File: src/rtl/mem_clear_sched_if.sv
// mem_clear_sched_if: write-strobe/address bundle between the clear scheduler and the SDRAM/DDR3 controllers
// master: sdr_we, sdr_addr, ddr_we, ddr_addr out; sdr_ack, ddr_busy in
// slave:  mirror of master
interface mem_clear_sched_if #(
  parameter int SDR_AW = 25,
  parameter int DDR_AW = 29
);
  logic              sdr_we;
  logic [SDR_AW-1:0] sdr_addr;
  logic              sdr_ack;
  logic              ddr_we;
  logic [DDR_AW-1:0] ddr_addr;
  logic              ddr_busy;
  modport master (output sdr_we, sdr_addr, ddr_we, ddr_addr, input sdr_ack, ddr_busy);
  modport slave  (input sdr_we, sdr_addr, ddr_we, ddr_addr, output sdr_ack, ddr_busy);
endinterface

File: src/rtl/mem_clear_sched.sv
// mem_clear_sched: sweeps every SDRAM and DDR3 word address with fill writes and reports completion
// clk_sys, reset_n    : clock, asynchronous active-low reset
// start, hold         : (re)start pulse from IDLE/DONE; level that blocks new writes
// mem (master)        : sdr_we/sdr_addr/sdr_ack req-ack channel, ddr_we/ddr_addr/ddr_busy Avalon channel
// sdr_done, ddr_done  : per-target sweep complete; busy: sweep in progress
// progress            : present only with MEM_CLEAR_PROGRESS_EN, top 8 SDRAM address bits, FF when done
module mem_clear_sched #(
  parameter int SDR_AW     = 25,
  parameter int DDR_AW     = 29,
  parameter bit AUTO_START = 1'b1
) (
  input  logic             clk_sys,
  input  logic             reset_n,
  input  logic             start,
  input  logic             hold,
  mem_clear_sched_if.master mem,
  output logic             sdr_done,
  output logic             ddr_done,
  output logic             busy
`ifdef MEM_CLEAR_PROGRESS_EN
  ,
  output logic [7:0]       progress
`endif
);
  typedef enum logic [1:0] {IDLE, SWEEP, DONE} state_t;
  typedef enum logic [1:0] {S_ISSUE, S_WAIT, S_FIN} sdr_t;
  state_t            state, state_nx;
  sdr_t              sdr_st;
  logic              first;
  logic              enter;
  logic [SDR_AW-1:0] sdr_addr;
  logic [DDR_AW-1:0] ddr_addr;
  logic              ddr_we;
  // first marks the one cycle after reset release that may auto-start
  always_ff @(posedge clk_sys or negedge reset_n)
    if (!reset_n) begin
      state <= IDLE;
      first <= 1'b1;
    end else begin
      state <= state_nx;
      first <= 1'b0;
    end
  always_comb begin
    state_nx = state == SWEEP ? (sdr_done && ddr_done ? DONE : SWEEP)
             : (start || (state == IDLE && AUTO_START && first)) ? SWEEP : state;
    enter    = state != SWEEP && state_nx == SWEEP;
  end
  always_comb begin
    busy         = state == SWEEP;
    sdr_done     = sdr_st == S_FIN;
    mem.sdr_we   = sdr_st == S_WAIT;
    mem.sdr_addr = sdr_addr;
    mem.ddr_we   = ddr_we;
    mem.ddr_addr = ddr_addr;
  end
  // the terminal address holds rather than wrapping
  always_ff @(posedge clk_sys or negedge reset_n)
    if (!reset_n) begin
      sdr_st   <= S_ISSUE;
      sdr_addr <= '0;
    end else if (enter) begin
      sdr_st   <= S_ISSUE;
      sdr_addr <= '0;
    end else if (busy) begin
      if (sdr_st == S_ISSUE && !hold) sdr_st <= S_WAIT;
      else if (sdr_st == S_WAIT && mem.sdr_ack) begin
        sdr_st   <= &sdr_addr ? S_FIN : S_ISSUE;
        sdr_addr <= &sdr_addr ? sdr_addr : sdr_addr + 1'b1;
      end
    end
  // ddr_we/ddr_addr only move on an accept, so they stay frozen under waitrequest
  always_ff @(posedge clk_sys or negedge reset_n)
    if (!reset_n) begin
      ddr_we   <= 1'b0;
      ddr_addr <= '0;
      ddr_done <= 1'b0;
    end else if (enter) begin
      ddr_we   <= 1'b0;
      ddr_addr <= '0;
      ddr_done <= 1'b0;
    end else if (busy) begin
      if (ddr_we && !mem.ddr_busy) begin
        ddr_done <= &ddr_addr;
        ddr_we   <= !(&ddr_addr) && !hold;
        ddr_addr <= &ddr_addr ? ddr_addr : ddr_addr + 1'b1;
      end else if (!ddr_we && !ddr_done && !hold) ddr_we <= 1'b1;
    end
`ifdef MEM_CLEAR_PROGRESS_EN
  always_ff @(posedge clk_sys or negedge reset_n)
    if (!reset_n) progress <= 8'h00;
    else progress <= sdr_done ? 8'hFF : sdr_addr[SDR_AW-1 -: 8];
`endif
endmodule

File: src/flat_wrapper.sv
// flat-port wrapper written by rule: the top's interface ports become plain ports
module mem_clear_sched_flat 
#(
  parameter int SDR_AW     = 25,
  parameter int DDR_AW     = 29,
  parameter bit AUTO_START = 1'b1
)
  (clk_sys, reset_n, start, hold, sdr_done, ddr_done, busy, mem_sdr_we, mem_sdr_addr, mem_ddr_we, mem_ddr_addr, mem_sdr_ack, mem_ddr_busy);
  mem_clear_sched_if #(.SDR_AW(SDR_AW), .DDR_AW(DDR_AW)) mem_i ();
  input  logic clk_sys;
  input  logic reset_n;
  input  logic start;
  input  logic hold;
  output logic sdr_done;
  output logic ddr_done;
  output logic busy;
  output wire logic [$bits(mem_i.sdr_we)-1:0] mem_sdr_we;
  output wire logic [$bits(mem_i.sdr_addr)-1:0] mem_sdr_addr;
  output wire logic [$bits(mem_i.ddr_we)-1:0] mem_ddr_we;
  output wire logic [$bits(mem_i.ddr_addr)-1:0] mem_ddr_addr;
  input wire logic [$bits(mem_i.sdr_ack)-1:0] mem_sdr_ack;
  input wire logic [$bits(mem_i.ddr_busy)-1:0] mem_ddr_busy;
  assign mem_sdr_we = mem_i.sdr_we;
  assign mem_sdr_addr = mem_i.sdr_addr;
  assign mem_ddr_we = mem_i.ddr_we;
  assign mem_ddr_addr = mem_i.ddr_addr;
  assign mem_i.sdr_ack = mem_sdr_ack;
  assign mem_i.ddr_busy = mem_ddr_busy;
  mem_clear_sched #(.SDR_AW(SDR_AW), .DDR_AW(DDR_AW), .AUTO_START(AUTO_START)) u_core (.clk_sys(clk_sys), .reset_n(reset_n), .start(start), .hold(hold), .mem(mem_i), .sdr_done(sdr_done), .ddr_done(ddr_done), .busy(busy));
endmodule
File: config.mk
export PLATFORM = sky130hd
export DESIGN_NAME = mem_clear_sched_flat
export DESIGN_NICKNAME = d
export VERILOG_FILES = /design/src/rtl/mem_clear_sched_if.sv /design/src/rtl/mem_clear_sched.sv /design/src/flat_wrapper.sv
export SDC_FILE = /design/constraint.sdc
export NUM_CORES = 1
export LEC_CHECK = 0
export BUFFER_PORTS_ARGS = -buffer_cell sky130_fd_sc_hd__buf_2
export CAP_MARGIN = 20
export CORE_MARGIN = 10
export CORE_UTILIZATION = 41
export CTS_CLUSTER_DIAMETER = 100
export DETAILED_ROUTE_END_ITERATION = 16
export PLACE_DENSITY = 0.62
export SLEW_MARGIN = 20
export SYNTH_ARGS = -nofsm -noshare
export SYNTH_HDL_FRONTEND = slang
export SYNTH_SLANG_ARGS = --single-unit
File: constraint.sdc
create_clock -name clk_sys -period 3.1 [get_ports clk_sys]
set_input_delay 0.465 -clock clk_sys [delete_from_list [all_inputs] [get_ports clk_sys]]
set_output_delay 0.465 -clock clk_sys [all_outputs]
set_load 0.02 [all_outputs]
# --- Word-level counts from Yosys, hierarchy flattened ---
# Index checks and enable logic that the tools add are counted.
word_totals:
  rom_bits: 0
  elab_cells: 70
  regBits: 61
  n_memories: 0
  latchBits: 0
  input_bits: 6
  output_inout_bits: 59
  ram_bits: 0
classes:
  order_cmp: 0
  add_sub_neg: 2
  eq_ne: 8
  mul: 0
  mux: 24
  reduce_logical: 29
  div_mod_pow: 0
  n_shift: 0
  n_bitwise: 0
ops:
  columns: ["operator", "n"]
  rows:
  - ["$mux W25", 5]
  - ["$mux W29", 4]
  - ["$add A29 B1 Y29 const B", 1]
  - ["$reduce_and A29 Y1", 1]
  - ["$add A25 B1 Y25 const B", 1]
  - ["$reduce_and A25 Y1", 1]
  - ["$mux W2", 8]
  - ["$logic_and A1 B1 Y1", 9]
  - ["$ne A2 B1 Y1 const B", 4]
  - ["$mux W1", 7]
  - ["$eq A2 B1 Y1 const B", 3]
  - ["$reduce_and A2 Y1", 3]
  - ["$reduce_bool A2 Y1", 3]
  - ["$reduce_bool A3 Y1", 2]
  - ["$logic_not A1 Y1", 5]
  - ["$logic_not A2 Y1", 2]
  - ["$reduce_and A4 Y1", 1]
  - ["$reduce_and A3 Y1", 1]
  - ["$eq A2 B2 Y1 const B", 1]
  - ["$logic_or A1 B1 Y1", 1]

# --- Depth between registers and ports, before layout ---
# Gate-level depths: netlist of the first run.
depth:
  depth_word: 9
  depth_mapped: 9
  ltp_nobuf: 6

# --- Worst setup path before layout of the first run ---
# No wires, ideal clock.
synth_timing:
  path_type: "register to register"
  startpoint: "reg u_core.ddr_addr[8], in the netlist u_core.mem.ddr_addr[8]"
  endpoint: "reg u_core.ddr_addr[25], in the netlist u_core.mem.ddr_addr[25]"
  setup_time_ps: 124
  path_stages_with_launch: 7
  setup_slack_ps: 688
  required_ps: 2976
  period_less_slack_ps: 2412
  t_arrival_ps: 2288
  n_path_buf: 1
  cell_sequence: "dfrtp_1 -> nand4_1 -> or4_1 -> buf_2 -> or4_1 -> and3_1 -> a211o_1"
synth_via:
  elab_chain_len: 5
  word_cells_on_any_way: 8
  cone_classes: "add/sub (1); eq/ne (1); mux (4); reduce/logical (2)"
synth_lines:
  columns: ["element", "line_no", "rtl"]
  rows:
  - ["from (decl)", "mem_clear_sched.sv:32", "logic [DDR_AW-1:0] ddr_addr;"]
  - ["from (signal assigned)", "mem_clear_sched.sv:85", "ddr_addr <= &ddr_addr ? ddr_addr : ddr_addr + 1'b1;"]
  - ["$add A29 B1 Y29", "mem_clear_sched.sv:85", null]
  - ["$mux W29", "mem_clear_sched.sv:85", null]
  - ["$mux W29", "mem_clear_sched.sv:82", "if (ddr_we && !mem.ddr_busy) begin"]
  - ["$mux W29", "mem_clear_sched.sv:81", "end else if (busy) begin"]
  - ["$mux W29", "mem_clear_sched.sv:77", "end else if (enter) begin"]
# Parallel ways exist; a longest one is shown, timed or not. The select of a mux whose other input is x is not followed.
# A chain may end at the register's enable or synchronous reset.

# --- Worst setup path after layout of the first run ---
layout_timing:
  startpoint: "reg u_core.sdr_addr[0], in the netlist u_core.mem.sdr_addr[0]"
  endpoint: "reg u_core.sdr_addr[22], in the netlist u_core.mem.sdr_addr[22]"
layout_via:
  elab_chain_len: 6
  word_cells_on_any_way: 9
  cone_classes: "add/sub (1); eq/ne (1); mux (5); reduce/logical (2)"
layout_lines:
  columns: ["element", "line_no", "rtl"]
  rows:
  - ["from (decl)", "mem_clear_sched.sv:31", "logic [SDR_AW-1:0] sdr_addr;"]
  - ["from (signal assigned)", "mem_clear_sched.sv:68", "sdr_addr <= &sdr_addr ? sdr_addr : sdr_addr + 1'b1;"]
  - ["$add A25 B1 Y25", "mem_clear_sched.sv:68", null]
  - ["$mux W25", "mem_clear_sched.sv:68", null]
  - ["$mux W25", "mem_clear_sched.sv:66", "else if (sdr_st == S_WAIT && mem.sdr_ack) begin"]
  - ["$mux W25", "mem_clear_sched.sv:65", "if (sdr_st == S_ISSUE && !hold) sdr_st <= S_WAIT;"]
  - ["$mux W25", "mem_clear_sched.sv:64", "end else if (busy) begin"]
  - ["$mux W25", "mem_clear_sched.sv:61", "end else if (enter) begin"]
# Parallel ways exist; a longest one is shown, timed or not. The select of a mux whose other input is x is not followed.

==> results of run 1 <==
==> registers in the layout (all words and copies together), names as in the netlist <==
signal / count
u_core.mem.ddr_addr: 29
u_core.mem.ddr_we: 1
u_core.ddr_done: 1
u_core.state: 2
u_core.mem.sdr_addr: 25
u_core.first: 1
u_core.sdr_st: 2
==> worst paths after layout <==
check,startpoint,end,slack (ns),cells after the start
hold / removal,reset_n,u_core.mem.ddr_addr[14]$_DFFE_PN0P_,0.16,1
hold reg to reg,u_core.mem.ddr_addr[28]$_DFFE_PN0P_,u_core.mem.ddr_addr[28]$_DFFE_PN0P_,0.53,1
setup reg to reg,u_core.mem.sdr_addr[0]$_DFFE_PN0P_,u_core.mem.sdr_addr[22]$_DFFE_PN0P_,0.51,6
max in group asynchronous,reset_n,u_core.first$_DFF_PN1_,2.24,2
setup / recovery,u_core.mem.sdr_addr[0]$_DFFE_PN0P_,u_core.mem.sdr_addr[22]$_DFFE_PN0P_,0.51,6
min in group clk_sys,start,u_core.state[1]$_DFF_PN0_,0.42,2
==> power breakdown <==
| group | leakage, nW | internal (mW) | switching (mW) | total [mW] |
|---|---|---|---|---|
| clock | 0.0881 | 0.323 | 0.293 | 0.616 |
| combinational | 0.906 | 0.247 | 0.552 | 0.799 |
| sequential | 0.833 | 0.873 | 0.0948 | 0.968 |
==> cells by family (layout without fill, tap and decap cells) <==
| logic type | count (synthesis) | after routing |
|---|---|---|
| mux | 3 | 3 |
| xor+xnor | 4 | 4 |
| flops | 61 | 61 |
| other cells | 1 | 1 |
| compound gates | 104 | 104 |
| buf+inv | 28 | 94 |
| simple gates | 172 | 172 |
| fa+ha+maj | 2 | 2 |
==> per-layer routing <==
layer | part of all wire | GRT usage | up-vias | wire, um
met3 | 0.072 | 0.0519 | 15 | 661
met5 | 0 | 0 | - | 0
li1 | - | - | 1554 | -
met4 | 0.015 | 0.0454 | 0 | 137
met2 | 0.45 | 0.210 | 90 | 4150
met1 | 0.46 | 0.199 | 1588 | 4260
==> per-stage QoR <==
stage          instance area (sq um)  worst slack, ns  power [mW]  hold slack (ns)
4_1_cts                         4000            0.528        2.41            0.176
5_1_grt                         4000            0.336        2.54            0.190
3_3_place_gp                    3840            0.665        1.77            0.525
6_report                        4000            0.507        2.38            0.165
3_5_place_dp                    3840            0.539        1.79            0.515
2_1_floorplan                   3420            0.688        1.54            0.169
==> cell usage in the layout (no fill, tap or decap), types with 3 or more instances in the layout <==
master    count
a211o_1       3
a21o_1        3
a21oi_1      37
a31oi_1       3
and2_1        3
and3_1       12
and4_1        6
buf_2        64
buf_4         6
clkbuf_8     11
dfrtp_1      60
inv_1         9
nand2_1      38
nand3_1      17
nand4_1      15
nor2_1       16
nor2b_1       5
nor3_1       10
nor4_1        3
o211ai_1      4
o21a_1        5
o21ai_0      10
o31ai_1      21
or3_1        11
or4_1        21
or4_2         3
==> layout make-up <==
| type | instances | area share |
|---|---|---|
| Clock buffer | 12 | 0.0388 |
| Clock inverter | 2 | 0.00250 |
| Inverter | 9 | 0.00844 |
| Multi-Input combinational cell | 286 | 0.440 |
| Sequential cell | 61 | 0.382 |
| Tap cell | 105 | 0.0328 |
| Timing Repair Buffer | 71 | 0.0963 |
==> reports/results.ini, run 1 <==
[placed_design]
dp_cells = 532
dp_hpwl_mm = 6.46
port_buffers = 64
gp_congestion = 0.805

[synthesis]
synth_top_cells_by_count = dfrtp_1, nand2_1, a21oi_1
synth_largest_area_cell = dfrtp_1
synth_seq_cells = 61
synth_most_common_cell = dfrtp_1
syn-num-nets = 383
synth_compound_area_frac = 0.199
yosys.area_share.simple = 0.288
yosysSeqAreaShare = 0.447
async_flop_share = 1.00
synth.area.mux_share = 0.00916
ys.flop_type = dfrtp_1
synthTopCellsByArea = dfrtp_1, a21oi_1, o31ai_1
yosys.area.top_type_share = 0.440
ys_types = 56
syn_area_per_cell_sq_um = 9.11
ys.warnings.count = 0
synth-edff-count = 0
synth_fa_ha_area_frac = 0.00733
synth_top_family_by_area = simple AND/OR/NAND/NOR gates
syn_area_sq_mm = 0.00342
synth-xor-area-share = 0.0103
syn-instance-count = 375

[sta]
clock_skew_ns = 0.00855
hold_violations = 0
drv_slew = 0
maxSlewHeadroom = 0.462
period_minus_slack_ns = 2.59
tightest_slew_ns = 0.806
tns_ns = 0
finalCritPeriodShare = 0.836
rsz0062_at_grt = no
fmax_mhz = 386
setup_viol = 0

[global_route]
grt_pass1_wl_mm = 15.5
grt_pass1_vias = 3033
antenna_found_initial = 0
grt_usage = 0.146
overflow = 0
grt_max_degree = 40

[worst_setup_path]
cp-end-kind = flop
cp_num_buf_inv = 0
cp_data_required_time_ns = 3.31
cp-start-kind = flop
max_stage_delay_ns = 0.66
cp_cell_sequence = ha_1, nand4_1, or4_1, nor4b_2, a31oi_1, a41o_1
crit_family = simple AND/OR/NAND/NOR gates
path_max_fanout = 7
crit_arrival_ns = 2.81
crit_path_top_delay_cell = nor4b_2
worstSetupPathType = flop to flop

[finish]
fin_util = 0.490
fillers = 822
nNetsFinal = 446
syn_to_final_growth_pct = 17.2
finalNonFillerCells = 546
drive_gt1_frac = 0.231
seq_area_sq_mm = 0.00153
insertedDiodeCount = 0
multi_input_comb_area_sq_mm = 0.00176

[drt]
viasPerCell = 5.95
wl_per_cell_um = 16.9
drc = 0
ant_nets = 0
route.vias.total = 3247
drt_wl_total_mm = 9.21
drt-pass1-iter-count = 5
drtIter0Drc = 161

[die]
num_io_pins = 65
die_area_sq_mm = 0.0124
die_w_um = 111
initial_utilization = 0.418
die_h_um = 111
core_region_area_sq_mm = 0.00818
rows = 33

[power_and_ir_drop]
p_leak_nw = 1.83
ir_drop_uv = 321
powerDensity_mw_per_mm2 = 595

[clocking]
h-tree-depth = 3
holdBufCountCts = 0
clk_latency_ns = 0.33
cts_buffer_depth = 2
clkTransAtPathRegs_ns = 0.07
post_cts_buffers = 0
cts_made_buffers = 9
cts_resized = 0
cts_sinks = 61
cts_tree = yes
cts-root-buf = clkbuf_8

[job]
timing.max_cap.violations = 0

[worst_hold_path]
hp-class = primary input to asynchronous set/reset pin

[run_status]
status = finished, final reports clean

Note: power is estimated with default switching activity, not from simulation.
==> run 2, diff against run 1 <==
--- a/config.mk
+++ b/config.mk
@@ -11,7 +11,7 @@
 export CORE_UTILIZATION = 41
 export CTS_CLUSTER_DIAMETER = 100
 export DETAILED_ROUTE_END_ITERATION = 16
-export PLACE_DENSITY = 0.62
+export PLACE_DENSITY = 0.64
 export SLEW_MARGIN = 20
 export SYNTH_ARGS = -nofsm -noshare
 export SYNTH_HDL_FRONTEND = slang
==> constraint.sdc (replaced) <==
create_clock -name clk_sys -period 2.1 [get_ports clk_sys]
set_input_delay 0.315 -clock clk_sys [delete_from_list [all_inputs] [get_ports clk_sys]]
set_output_delay 0.315 -clock clk_sys [all_outputs]
set_load 0.02 [all_outputs]
==> run 2 against run 1 <==
  * First-iteration DRC count down 1.2%
  * Final area grew 17%
  * Setup slack got worse by 0.47 ns
  * Critical endpoint is now u_core.mem.ddr_addr[7]$_DFFE_PN0P_
  * Maximum frequency rose by 26%
  * Cell count up 11%
  * Count of clock-buffer cells in the layout stayed put
  * Clock power up 120%
  * Routed wire length is 9.1% higher
  * Combinational power grew 94%
  * Via count is 7.2% higher
==> reports/results.ini, run 2 (synthesized netlist as in run 1, its figures left out) <==
[finish]
largest_register = u_core.mem.ddr_addr
syn_to_final_growth_pct = 37.5
nNetsFinal = 506
top_regs = u_core.mem.ddr_addr: 29 flops, u_core.mem.sdr_addr: 25 flops
insertedDiodeCount = 0
largest_reg_flops = 29
finalNonFillerCells = 608
drive_gt1_frac = 0.394
fillers = 737
fin_util = 0.574
mostFrequentLayoutCells = buf_2, buf_4, dfrtp_1
final_common_cell = buf_2

[die]
core_region_area_sq_mm = 0.00818
die_w_um = 111
num_io_pins = 65
die_h_um = 111
die_area_sq_mm = 0.0124
rows = 33
initial_utilization = 0.418

[drt]
drt-pass1-iter-count = 4
viasPerCell = 5.72
ant_nets = 0
wl_met3_um = 500
drt_wl_total_mm = 10.0
dr.max_layer_used = met4
drtIter0Drc = 159
route.vias.total = 3480
drt-met1-wl_mm = 4.84
wl_per_cell_um = 16.5
drc = 0
wl_met2_mm = 4.60

[worst_setup_path]
cp_data_required_time_ns = 2.37
cp-end-kind = flop
crit_arrival_ns = 2.33
cp-start-kind = flop
path_max_fanout = 9
worstSetupPathType = flop to flop

[sta]
tns_ns = 0
drv_slew = 0
setup_viol = 0
clock_skew_ns = 0.0125
finalCritPeriodShare = 0.983
period_minus_slack_ns = 2.06
rsz0062_at_grt = yes
fmax_mhz = 485
hold_violations = 0

[placed_design]
dp_hpwl_mm = 7.29
dp_cells = 590
gp_congestion = 0.792
port_buffers = 64

[power_and_ir_drop]
powerDensity_mw_per_mm2 = 913
ir_drop_uv = 408
power.share.sequential = 0.326
internal-power_mw = 2.75
p_switching_mw = 1.53
p_leak_nw = 2.17
pwr-share-clk = 0.312
combPwrFrac = 0.362
switching_share = 0.358
power.total_mw = 4.29

[worst_hold_path]
hp-class = primary input to flop

[clocking]
cts_buffer_depth = 2
clk_latency_ns = 0.35
cts_tree = yes
clkTransAtPathRegs_ns = 0.07
cts_made_buffers = 9
h-tree-depth = 3
cts-root-buf = clkbuf_8
cts_sinks = 61

[global_route]
grt_pass1_wl_mm = 16.8
overflow = 0
grt_pass1_vias = 3390
grt_max_degree = 62
antenna_found_initial = 0
grt_usage = 0.160

[run_status]
status = finished, final reports clean

[job]
timing.max_cap.violations = 0

==> run 2: cell count changes in the layout (fill, tap and decap cells not counted), moves of 2 or more <==
cell,delta
or4_4,+5
buf_4,+57
or4_1,-5
buf_12,+2
and3_4,+2
a21oi_2,+4
a21oi_1,-4
dfrtp_2,+20
dfrtp_1,-20
bufinv_16,+3
==> run 2: through the flow <==
stage	cell area (sq um)	hold WS, ns	setup slack [ns]
after detailed placement	4360	0.355	-0.0509
after global placement	4360	0.356	-0.0298
final	4700	0.247	0.0362
after global routing	4700	0.241	-0.0171
after floorplan	3490	0.0194	-0.0919
after CTS	4640	0.231	0.0110
==> run 2: critical path, cell delays in order, from the launching register on <==
cell,delay [ns]
dfrtp_2,0.41
buf_4,0.15
and4_1,0.14
and4_1,0.22
a21o_4,0.25
buf_4,0.17
or4_1,0.51
a21oi_1,0.15
==> run 2: power groups by stage <==
stage / registers (mW) / logic, mW / clock network (mW)
floorplan: 1.53 / 0.773 / 0
global placement: 1.41 / 1.49 / 0
detailed placement: 1.42 / 1.52 / 0
CTS: 1.40 / 1.54 / 1.35
global route: 1.41 / 1.71 / 1.43
finish: 1.40 / 1.55 / 1.34
==> run 2: worst paths after layout <==
| check | from | to | slack [ns] | cells past startpoint |
|---|---|---|---|---|
| max | u_core.mem.ddr_addr[15]$_DFFE_PN0P_ | u_core.mem.ddr_addr[7]$_DFFE_PN0P_ | 0.04 | 7 |
| min | start | u_core.state[1]$_DFF_PN0_ | 0.25 | 2 |
| max reg2reg | u_core.mem.ddr_addr[15]$_DFFE_PN0P_ | u_core.mem.ddr_addr[7]$_DFFE_PN0P_ | 0.04 | 7 |
| min reg2reg | u_core.mem.ddr_addr[28]$_DFFE_PN0P_ | u_core.mem.ddr_addr[28]$_DFFE_PN0P_ | 0.55 | 1 |
| max in group asynchronous | reset_n | u_core.first$_DFF_PN1_ | 1.27 | 3 |
| min in group asynchronous | reset_n | u_core.mem.ddr_addr[18]$_DFFE_PN0P_ | 0.51 | 3 |
==> run 2: routing by layer <==
layer | track usage | up-vias
met4 | 0.0480 | 0
met2 | 0.242 | 82
li1 | - | 1691
met5 | 0 | -
met1 | 0.218 | 1694
met3 | 0.0417 | 13
==> run 2: cell type report <==
type | instances | area, sq um | share of cell area
clock buffer | 12 | 155 | 0.0330
clock inverter | 4 | 95.1 | 0.0203
inverter | 9 | 33.8 | 0.00719
multi-input combinational | 286 | 1860 | 0.397
sequential | 61 | 1550 | 0.331
tap | 105 | 131 | 0.0280
timing repair buffer | 131 | 863 | 0.184
==> run 2: what timing repair did <==
action                                 CTS  global route
hold buffers                             1             0
pin swaps                                1             4
gates resized for setup                  4            12
setup buffers                            0             1
endpoints found under the hold margin   55             0
setup endpoints to repair               11            20
